[src/rtl/neuron_pkg.sv]
// Shared types, default widths and the saturating-add helper used by the
// neuron summation scheduler.
package neuron_pkg;

    localparam int DATA_W_DEF    = 16;
    localparam int ACC_W_DEF     = 24;
    localparam int NUM_REQ_DEF   = 4;
    localparam int MAX_TERMS_DEF = 33;

    // Width of the internal add used by sat_add; wide enough for any ACC_W we use.
    localparam int SAT_CALC_W    = 64;

    typedef enum logic [1:0] {
        IDLE  = 2'd0,
        GRANT = 2'd1,
        ACCUM = 2'd2,
        HOLD  = 2'd3
    } sched_state_e;

    typedef struct packed {
        logic                         ovf;
        logic signed [SAT_CALC_W-1:0] val;
    } sat_res_t;

    // Add two sign-extended operands and clamp the result to an acc_w-bit
    // signed range, flagging when the clamp was applied.
    function automatic sat_res_t sat_add(
        input logic signed [SAT_CALC_W-1:0] a,
        input logic signed [SAT_CALC_W-1:0] b,
        input int unsigned                  acc_w
    );
        logic signed [SAT_CALC_W-1:0] sum;
        logic signed [SAT_CALC_W-1:0] max_v;
        logic signed [SAT_CALC_W-1:0] min_v;
        sat_res_t                     res;
        sum   = a + b;
        max_v = (64'sd1 <<< (acc_w - 32'd1)) - 64'sd1;
        min_v = -(64'sd1 <<< (acc_w - 32'd1));
        if (sum > max_v) begin
            res.ovf = 1'b1;
            res.val = max_v;
        end else if (sum < min_v) begin
            res.ovf = 1'b1;
            res.val = min_v;
        end else begin
            res.ovf = 1'b0;
            res.val = sum;
        end
        return res;
    endfunction

endpackage

[src/rtl/rr_arbiter.sv]
// Combinational round-robin arbiter: picks the first active request found
// searching upward from the slot after ptr_i, wrapping around.
module rr_arbiter #(
    parameter int NUM_REQ = 4,
    parameter int IDX_W   = $clog2(NUM_REQ)
) (
    input  logic [NUM_REQ-1:0] req_i,
    input  logic [IDX_W-1:0]   ptr_i,
    output logic [NUM_REQ-1:0] gnt_oh_o,
    output logic [IDX_W-1:0]   gnt_idx_o,
    output logic               gnt_any_o
);

    // Rotating priority scan; the pointer slot itself has lowest priority.
    always_comb begin
        logic             found;
        logic [IDX_W-1:0] cand;
        found     = 1'b0;
        cand      = '0;
        gnt_idx_o = '0;
        gnt_oh_o  = '0;
        for (int i = 1; i <= NUM_REQ; i++) begin
            cand = IDX_W'((int'(ptr_i) + i) % NUM_REQ);
            if (!found && req_i[cand]) begin
                found     = 1'b1;
                gnt_idx_o = cand;
            end else begin
                found     = found;
            end
        end
        if (found) begin
            gnt_oh_o[gnt_idx_o] = 1'b1;
        end else begin
            gnt_oh_o = '0;
        end
        gnt_any_o = found;
    end

endmodule

[src/rtl/summer_scheduler.sv]
// Shares one saturating signed accumulator between NUM_REQ neuron input
// stages. One requester at a time is granted round-robin, its operand beats
// are summed up to end-of-packet (or MAX_TERMS), and the tagged result is
// held until the activation stage accepts it.
module summer_scheduler
    import neuron_pkg::*;
#(
    parameter int DATA_W    = DATA_W_DEF,
    parameter int ACC_W     = ACC_W_DEF,
    parameter int NUM_REQ   = NUM_REQ_DEF,
    parameter int MAX_TERMS = MAX_TERMS_DEF,
    parameter int ID_W      = $clog2(NUM_REQ),
    parameter int CNT_W     = $clog2(MAX_TERMS + 1)
) (
    input  logic                             clk,
    input  logic                             rst_n,
    input  logic [NUM_REQ-1:0]               req_valid,
    input  logic [NUM_REQ-1:0][DATA_W-1:0]   req_data,
    input  logic [NUM_REQ-1:0]               req_last,
    output logic [NUM_REQ-1:0]               req_ready,
    output logic                             sum_valid,
    input  logic                             sum_ready,
    output logic signed [ACC_W-1:0]          sum_data,
    output logic [ID_W-1:0]                  sum_id,
    output logic [CNT_W-1:0]                 sum_count,
    output logic                             sum_sat,
    output logic                             sum_trunc
);

    sched_state_e             state_q, state_d;
    logic [ID_W-1:0]          ptr_q, ptr_d;
    logic [ID_W-1:0]          grant_q, grant_d;
    logic [NUM_REQ-1:0]       grant_oh_q, grant_oh_d;
    logic signed [ACC_W-1:0]  acc_q, acc_d;
    logic [CNT_W-1:0]         count_q, count_d;
    logic                     sat_q, sat_d;
    logic                     trunc_q, trunc_d;
    logic [NUM_REQ-1:0]       ready_q, ready_d;
    logic                     sum_valid_q, sum_valid_d;

    logic [NUM_REQ-1:0]       arb_oh_s;
    logic [ID_W-1:0]          arb_idx_s;
    logic                     arb_any_s;

    logic                     beat_s;
    logic                     last_s;
    logic [DATA_W-1:0]        data_s;
    logic [CNT_W-1:0]         cnt_inc_s;
    logic                     at_max_s;
    sat_res_t                 sat_res_s;
    logic                     unused_sat_hi_s;

    rr_arbiter #(
        .NUM_REQ (NUM_REQ),
        .IDX_W   (ID_W)
    ) u_arb (
        .req_i     (req_valid),
        .ptr_i     (ptr_q),
        .gnt_oh_o  (arb_oh_s),
        .gnt_idx_o (arb_idx_s),
        .gnt_any_o (arb_any_s)
    );

    // Only the granted lane can see ready, so any valid&ready bit is the accepted beat.
    assign beat_s    = |(req_valid & ready_q);
    assign last_s    = req_last[grant_q];
    assign data_s    = req_data[grant_q];
    assign cnt_inc_s = count_q + CNT_W'(1);
    assign at_max_s  = (cnt_inc_s == CNT_W'(MAX_TERMS));
    assign sat_res_s = sat_add({{(SAT_CALC_W-ACC_W){acc_q[ACC_W-1]}}, acc_q},
                               {{(SAT_CALC_W-DATA_W){data_s[DATA_W-1]}}, data_s},
                               ACC_W);
    // The clamped value always fits ACC_W; the upper bits are sign copies.
    assign unused_sat_hi_s = ^sat_res_s.val[SAT_CALC_W-1:ACC_W];

    // FSM state register; reset abandons any packet in flight.
    always_ff @(posedge clk or negedge rst_n) begin
        if (!rst_n) begin
            state_q <= IDLE;
        end else begin
            state_q <= state_d;
        end
    end

    // FSM next-state: arbitrate only in IDLE, close a packet on last or MAX_TERMS.
    always_comb begin
        state_d = state_q;
        case (state_q)
            IDLE: begin
                if (arb_any_s) begin
                    state_d = GRANT;
                end else begin
                    state_d = IDLE;
                end
            end
            GRANT: begin
                state_d = ACCUM;
            end
            ACCUM: begin
                if (beat_s && (last_s || at_max_s)) begin
                    state_d = HOLD;
                end else begin
                    state_d = ACCUM;
                end
            end
            HOLD: begin
                if (sum_ready) begin
                    state_d = IDLE;
                end else begin
                    state_d = HOLD;
                end
            end
            default: begin
                state_d = IDLE;
            end
        endcase
    end

    // FSM output/datapath next-values: grant capture, accumulate, pointer update.
    always_comb begin
        ptr_d      = ptr_q;
        grant_d    = grant_q;
        grant_oh_d = grant_oh_q;
        acc_d      = acc_q;
        count_d    = count_q;
        sat_d      = sat_q;
        trunc_d    = trunc_q;
        case (state_q)
            IDLE: begin
                if (arb_any_s) begin
                    grant_d    = arb_idx_s;
                    grant_oh_d = arb_oh_s;
                end else begin
                    grant_d    = grant_q;
                    grant_oh_d = grant_oh_q;
                end
            end
            GRANT: begin
                acc_d   = '0;
                count_d = '0;
                sat_d   = 1'b0;
                trunc_d = 1'b0;
            end
            ACCUM: begin
                if (beat_s) begin
                    acc_d   = sat_res_s.val[ACC_W-1:0];
                    count_d = cnt_inc_s;
                    sat_d   = sat_q | sat_res_s.ovf;
                    trunc_d = at_max_s & ~last_s;
                end else begin
                    acc_d   = acc_q;
                    count_d = count_q;
                end
            end
            HOLD: begin
                if (sum_ready) begin
                    ptr_d = grant_q;
                end else begin
                    ptr_d = ptr_q;
                end
            end
            default: begin
                ptr_d = ptr_q;
            end
        endcase
    end

    // Handshake outputs are registered from the state being entered.
    always_comb begin
        if (state_d == ACCUM) begin
            ready_d = grant_oh_d;
        end else begin
            ready_d = '0;
        end
        sum_valid_d = (state_d == HOLD);
    end

    // Datapath and output registers; pointer resets so requester 0 wins first.
    always_ff @(posedge clk or negedge rst_n) begin
        if (!rst_n) begin
            ptr_q       <= ID_W'(NUM_REQ - 1);
            grant_q     <= '0;
            grant_oh_q  <= '0;
            acc_q       <= '0;
            count_q     <= '0;
            sat_q       <= 1'b0;
            trunc_q     <= 1'b0;
            ready_q     <= '0;
            sum_valid_q <= 1'b0;
        end else begin
            ptr_q       <= ptr_d;
            grant_q     <= grant_d;
            grant_oh_q  <= grant_oh_d;
            acc_q       <= acc_d;
            count_q     <= count_d;
            sat_q       <= sat_d;
            trunc_q     <= trunc_d;
            ready_q     <= ready_d;
            sum_valid_q <= sum_valid_d;
        end
    end

    assign req_ready = ready_q;
    assign sum_valid = sum_valid_q;
    assign sum_data  = acc_q;
    assign sum_id    = grant_q;
    assign sum_count = count_q;
    assign sum_sat   = sat_q;
    assign sum_trunc = trunc_q;

endmodule

[config.mk]
export PLATFORM = sky130hd
export DESIGN_NAME = summer_scheduler
export DESIGN_NICKNAME = d
export VERILOG_FILES = /design/src/rtl/neuron_pkg.sv /design/src/rtl/rr_arbiter.sv /design/src/rtl/summer_scheduler.sv
export SDC_FILE = /design/constraint.sdc
export NUM_CORES = 1
export LEC_CHECK = 0
export CAP_MARGIN = 0
export CORE_ASPECT_RATIO = 2
export CORE_MARGIN = 4
export CORE_UTILIZATION = 30
export DETAILED_ROUTE_END_ITERATION = 10
export PLACE_DENSITY_LB_ADDON = 0.1
export SYNTH_ARGS = -nofsm -noshare
export SYNTH_HDL_FRONTEND = slang
export SYNTH_SLANG_ARGS = --single-unit
[constraint.sdc]
create_clock -name clk -period 7.2 [get_ports clk]
set_input_delay 1.08 -clock clk [delete_from_list [all_inputs] [get_ports clk]]
set_output_delay 1.08 -clock clk [all_outputs]
set_load 0.05 [all_outputs]
* Word level (Yosys, flattened, before mapping)
Index checks and enable logic that the tools add are counted.
** Word-level totals
- Register bits after elaboration :: 47
- Output and inout bits :: 39
- Logic and storage cells :: 90
** Cells by class
- Add/sub/neg operators :: 6
- Order comparisons :: 9
- Equality and inequality tests :: 7
- Muxes and demuxes :: 39
- Bitwise logic cells :: 4
- Reductions and logical operators :: 15
** Operator list (number)
- 65-bit two-way mux :: 2
- 24-bit case mux with 2 select lines :: 1
- 16-bit binary-select mux with 2-bit select :: 1
- 24-bit by 16-bit adder with 25-bit output :: 1
- 25-bit by 24-bit > comparator with 1-bit output, second input constant :: 1
- 25-bit by 24-bit less-than comparator with 1-bit output, second input constant :: 1
- 24-bit two-way mux :: 1
- 2-bit by 3-bit less-than comparator with 1-bit output, second input constant :: 6
- 16-bit two-way mux :: 1
- 1-bit two-way mux :: 14
- 4-bit two-way mux :: 3
- 6-bit case mux with 2 select lines :: 1
- 1-bit binary-select mux with 2-bit select :: 5
- 2-bit two-way mux :: 5
- 2-bit == test, second input constant :: 4
- 2-bit case mux with 4 select lines :: 1
- 6-bit by 1-bit adder with 6-bit output, second input constant :: 1
- 6-bit == test, second input constant :: 1
- 6-bit two-way mux :: 1
- 2-bit AND reduction :: 3
- 1-bit logical AND :: 5
- 2-bit by 1-bit adder with 2-bit output, second input constant :: 2
- 2-bit adder, second input constant :: 2
- 4-bit bitwise AND :: 1
- other kinds (13) :: 16

* Longest topological paths before layout
- Depth after elaboration :: 20
- Mapped depth :: 14

* Modules after synthesis
From an unflattened synthesis, not the netlist that was laid out.
** Unflattened totals
- Cell total of the unflattened synthesis :: 385
- Area total of the unflattened synthesis :: 3846.2 um^2
** By module, submodules not included
- summer_scheduler :: instances 1, cells an instance 351, area each 3623.5 um^2, seq. area each 1178.6 um^2
- rr_arbiter :: instances 1, cells an instance 34, area each 222.7 um^2, seq. area each 0.0 um^2

* Least setup slack after synthesis
No wires, ideal clock.
- Path type :: register -> register
- Start point :: reg grant_q[0], in the netlist sum_id[0]
- End point :: reg acc_q[10], in the netlist sum_data[10]
- Setup time :: 0.126 ns
- Data arrival time :: 4.115 ns
- Path slack :: 2.959 ns
- Stages on the path, launching flop included :: 14
- Period minus slack after synthesis :: 4.241 ns
- Path through :: dfrtp_1 -> buf_2 -> buf_1 -> mux4_2 -> ha_1 -> a21o_1 -> a21o_1 -> a21oi_1 -> a31oi_1 -> o22ai_1 -> xor2_2 -> a21oi_2 -> buf_6 -> a221o_1
** On the way
- Word-level cells in the longest chain between the ends :: 8
- Elaborated cells between the ends (all ways) :: 9
- Classes of those cells :: add/sub: 1; order compare: 2; mux: 6
** RTL lines
- start, declared :: RTL line summer_scheduler.sv:32 : logic [ID_W-1:0] grant_q, grant_d;
- start signal, assigned :: RTL line summer_scheduler.sv:192 : grant_q <= grant_d;
- 16-bit binary-select mux with 2-bit select * :: RTL line summer_scheduler.sv:67 : assign data_s = req_data[grant_q];
- 16-bit two-way mux (not written as such) * :: RTL line summer_scheduler.sv:67
- 24-bit by 16-bit adder with 25-bit output * :: RTL line neuron_pkg.sv:36 : sum = a + b;
- 25-bit by 24-bit less-than comparator with 1-bit output :: RTL line neuron_pkg.sv:42 : end else if (sum < min_v) begin
- 65-bit two-way mux :: RTL line neuron_pkg.sv:42
- 65-bit two-way mux * :: RTL line neuron_pkg.sv:39 : if (sum > max_v) begin
- 24-bit two-way mux * :: RTL line summer_scheduler.sv:145 : if (beat_s) begin
- 24-bit case mux with 2 select lines * :: RTL line summer_scheduler.sv:128 : case (state_q)
- end signal, assigned :: RTL line summer_scheduler.sv:184 : acc_q <= '0;
- end signal, assigned :: RTL line summer_scheduler.sv:194 : acc_q <= acc_d;
- end, declared :: RTL line summer_scheduler.sv:34 : logic signed [ACC_W-1:0] acc_q, acc_d;
Every way passes the cells marked *; elsewhere a longest branch is shown, timed or not. The select of a mux whose other input is x is not followed.
A chain may end at the register's enable or synchronous reset.

* Worst setup path after layout
- Start point :: in req_data[16] (netlist bit)
- End point :: reg acc_q[12], in the netlist sum_data[12]
** On the way
- Word-level cells in the longest chain between the ends :: 8
- Elaborated cells between the ends (all ways) :: 9
- Classes of those cells :: add/sub: 1; order compare: 2; mux: 6
** RTL lines
- start, declared :: RTL line summer_scheduler.sv:18 : input logic [NUM_REQ-1:0][DATA_W-1:0] req_data,
- 16-bit binary-select mux with 2-bit select * :: RTL line summer_scheduler.sv:67
- 16-bit two-way mux (not written as such) * :: RTL line summer_scheduler.sv:67
- 24-bit by 16-bit adder with 25-bit output * :: RTL line neuron_pkg.sv:36
- 25-bit by 24-bit less-than comparator with 1-bit output :: RTL line neuron_pkg.sv:42
- 65-bit two-way mux :: RTL line neuron_pkg.sv:42
- 65-bit two-way mux * :: RTL line neuron_pkg.sv:39
- 24-bit two-way mux * :: RTL line summer_scheduler.sv:145
- 24-bit case mux with 2 select lines * :: RTL line summer_scheduler.sv:128
Marked as above.

==> flow_summary.yaml <==
clock_tree:
  cts_max_level: 2
  ctsHoldBuffers: 0
  clock-sinks: 47
  path_clk_slew_ns: 0.06
  cts_resized: 0
  clockBufferDepth: 2
  numCtsBuffers: 5
  cts_setup_buffers: 0
  tritoncts: "built"
  cts_root_buffer: "clkbuf_16"
  clk_latency_ns: 0.29
routing:
  wl_mm: 11.4
  vias_per_cell: 5.46
  detail_route.first_pass.iterations: 6
  drc: 0
  top_layer_used: "met4"
  dr_total_vias: 3396
  drtAntennaViolNets: 0
  met3WireLength_um: 477
  m1WireLength_mm: 3.73
  dr.first_iter.drc_count: 91
  wl_met2_mm: 6.81
  wl_per_cell_um: 18.3
hold_path:
  hold_path_class: "flop to flop"
timing:
  max_clock_freq_mhz: 209
  setup_ws_ns: 2.42
  drv_slew: 0
  period_minus_slack_ns: 4.78
  setup_violations: 0
  grt_setup_unrepaired: "no"
  relSlewSlack_pct: 25.0
  worstMarginPinSlew_ns: 1.12
  hold_ws_ns: 0.492
  fin_skew_ns: 0.00852
  setup_tns_ns: 0
  period_share_pct: 66.5
  finalHoldViolations: 0
pwr:
  total_power_mw: 0.582
  powerDensity_nw_per_um2: 116
  p_leak_nw: 2.17
  irDropWorstVdd_uv: 81.7
setup_path:
  critPathKind: "primary input to flop"
  crit_path_start_kind: "primary input"
  crit_slowest_cell: "a21oi_2"
  worstPathCellList: "clkdlybuf4s50_1, mux4_2, ha_1, inv_1, fa_1, nand2b_1, a211oi_1, o221ai_2, o21ai_2, a21oi_4, a21oi_2, a221o_1"
  path_buf_inv: 2
  slowest_delay_ns: 0.86
  path_delay_family: "compound AO/OA/AOI/OAI gates"
  r2r_slack_ns: 2.63
  crit_fanout: 22
  crit_arrival_ns: 5.01
  end_kind: "flop"
  worstPathRequired_ns: 7.42
final_layout:
  final_layout_size_suffix_gt1_share_pct: 9.05
  fin_cells: 622
  final_nets: 576
  n_antenna_cell: 0
  final_area_sq_um: 5030
  postLayoutCoreUtil_pct: 41.5
  fill_cells: 1240
  syn_to_final_growth_pct: 35.9
global_routing:
  antenna_found_initial: 0
  grt_pass1_vias: 3799
  track_usage_pct: 16.4
  grt_overflow: 0
  grt_first_pass_wirelength_mm: 18.3
  grt_start_max_net_pins: 48
floorplan:
  fp.dieH_um: 165
  start_util_pct: 30.5
  ios: 114
  dieWidth_um: 86.6
  rows: 57
  core_area_sq_um: 12100
  die_area_sq_um: 14300
synth:
  synth_top_area_cell: "dfrtp_1"
  synth.distinct_cells: 62
  syn_area_sq_um: 3700
  seq_area_frac_synth_pct: 31.8
  synth.net_count: 473
  netlist_instances: 371
  synth_warnings: 0
  syn_area_per_cell_sq_um: 9.98
  ys_top_cells_by_area: "dfrtp_1, mux4_2, ha_1, a221o_1, a21oi_1"
  synth_top_area_share_pct: 30.4
  synthFlopType: "dfrtp_1"
  synth_edf_count: 0
  synth_seq_cells: 47
  async_flop_share_pct: 100
run_status:
  status: "completed"
run:
  cap_violations: 0
place:
  dpl_worst_slack_ns: 2.06
  dp_cells: 614
  portBuffers: 113
  gp_congestion: 0.874
  dp_hpwl_mm: 9.00
  dpl_cell_area_sq_um: 4890
[logic make-up after synthesis]
logic type,share of synthesized area (%)
AND/OR/NAND/NOR,11.7
buffers and inverters,5.91
flip-flops,31.8
XOR/XNOR,5.88
multiplexers,10.9
AO/OA/AOI/OAI,24.2
adder cells (fa/ha/maj),9.59
[worst paths after layout]
path,from,to,cells past startpoint
max reg2reg,sum_id[0]$_DFFE_PN0P_,sum_data[12]$_DFFE_PN0P_,10
min,grant_oh_q[0]$_DFF_PN0_,grant_oh_q[0]$_DFF_PN0_,2
max in group asynchronous,rst_n,sum_count[2]$_DFFE_PN0P_,2
max,req_data[16],sum_data[12]$_DFFE_PN0P_,12
min in group asynchronous,rst_n,sum_data[15]$_DFFE_PN0P_,2
min reg2reg,grant_oh_q[0]$_DFF_PN0_,grant_oh_q[0]$_DFF_PN0_,2
[per-layer routing]
| layer | global-route usage, % | vias to the layer above |
|---|---|---|
| li1 | - | 1622 |
| met3 | 2.98 | 24 |
| met1 | 14.9 | 1665 |
| met4 | 7.23 | 0 |
| met2 | 33.6 | 85 |
| met5 | 0 | - |
[synth_stat cells (5+ instances only)]
cell	instances
xor2_1	9
and3_1	5
mux4_2	17
buf_6	5
dfrtp_1	45
a21o_1	9
nor2_1	21
a221o_1	20
o21ai_0	24
clkbuf_1	5
inv_1	17
nand3_1	13
ha_1	26
nand4_1	5
nand2_1	29
a21oi_1	25
nand2b_1	5
xnor2_1	14
a211oi_1	5
[placed cells by master (no fill, tap or decap), types with 13 or more instances in the layout]
cell,netlist,final
a21oi_1,25,25
a221o_1,20,20
clkdlybuf4s50_1,0,112
dfrtp_1,45,45
ha_1,26,26
inv_1,17,17
mux4_2,17,17
nand2_1,29,29
nand3_1,13,13
nor2_1,21,21
o21ai_0,24,24
xnor2_1,14,14
[sequential cells by signal, summed over array words and instances, names as in the netlist]
name	flops
state_q	2
sum_valid	1
grant_oh_q	4
sum_data	24
sum_trunc	1
req_ready	4
sum_id	2
ptr_q	2
sum_sat	1
sum_count	6
[layout make-up]
| type | count | area [sq um] | share of cell area, % |
|---|---|---|---|
| clock inverter | 1 | 5.00 | 0.0995 |
| tap | 147 | 184 | 3.65 |
| clock buffer | 7 | 133 | 2.64 |
| timing repair buffer | 117 | 1160 | 23.0 |
| inverter | 17 | 63.8 | 1.27 |
| sequential | 47 | 1180 | 23.4 |
| multi-input combinational | 286 | 2310 | 45.9 |
[power breakdown]
part           total [mW]  switching (mW)  internal, mW
combinational      0.0890          0.0352        0.0537
clock               0.229           0.100         0.129
sequential          0.264               0         0.264
[worst min-delay path, stage by stage (launching register included)]
cell and delay [ns]:
dfrtp_1 0.32, nand2_1 0.06, o21ai_0 0.07
No activity file was read; power rests on OpenSTA's default activity.
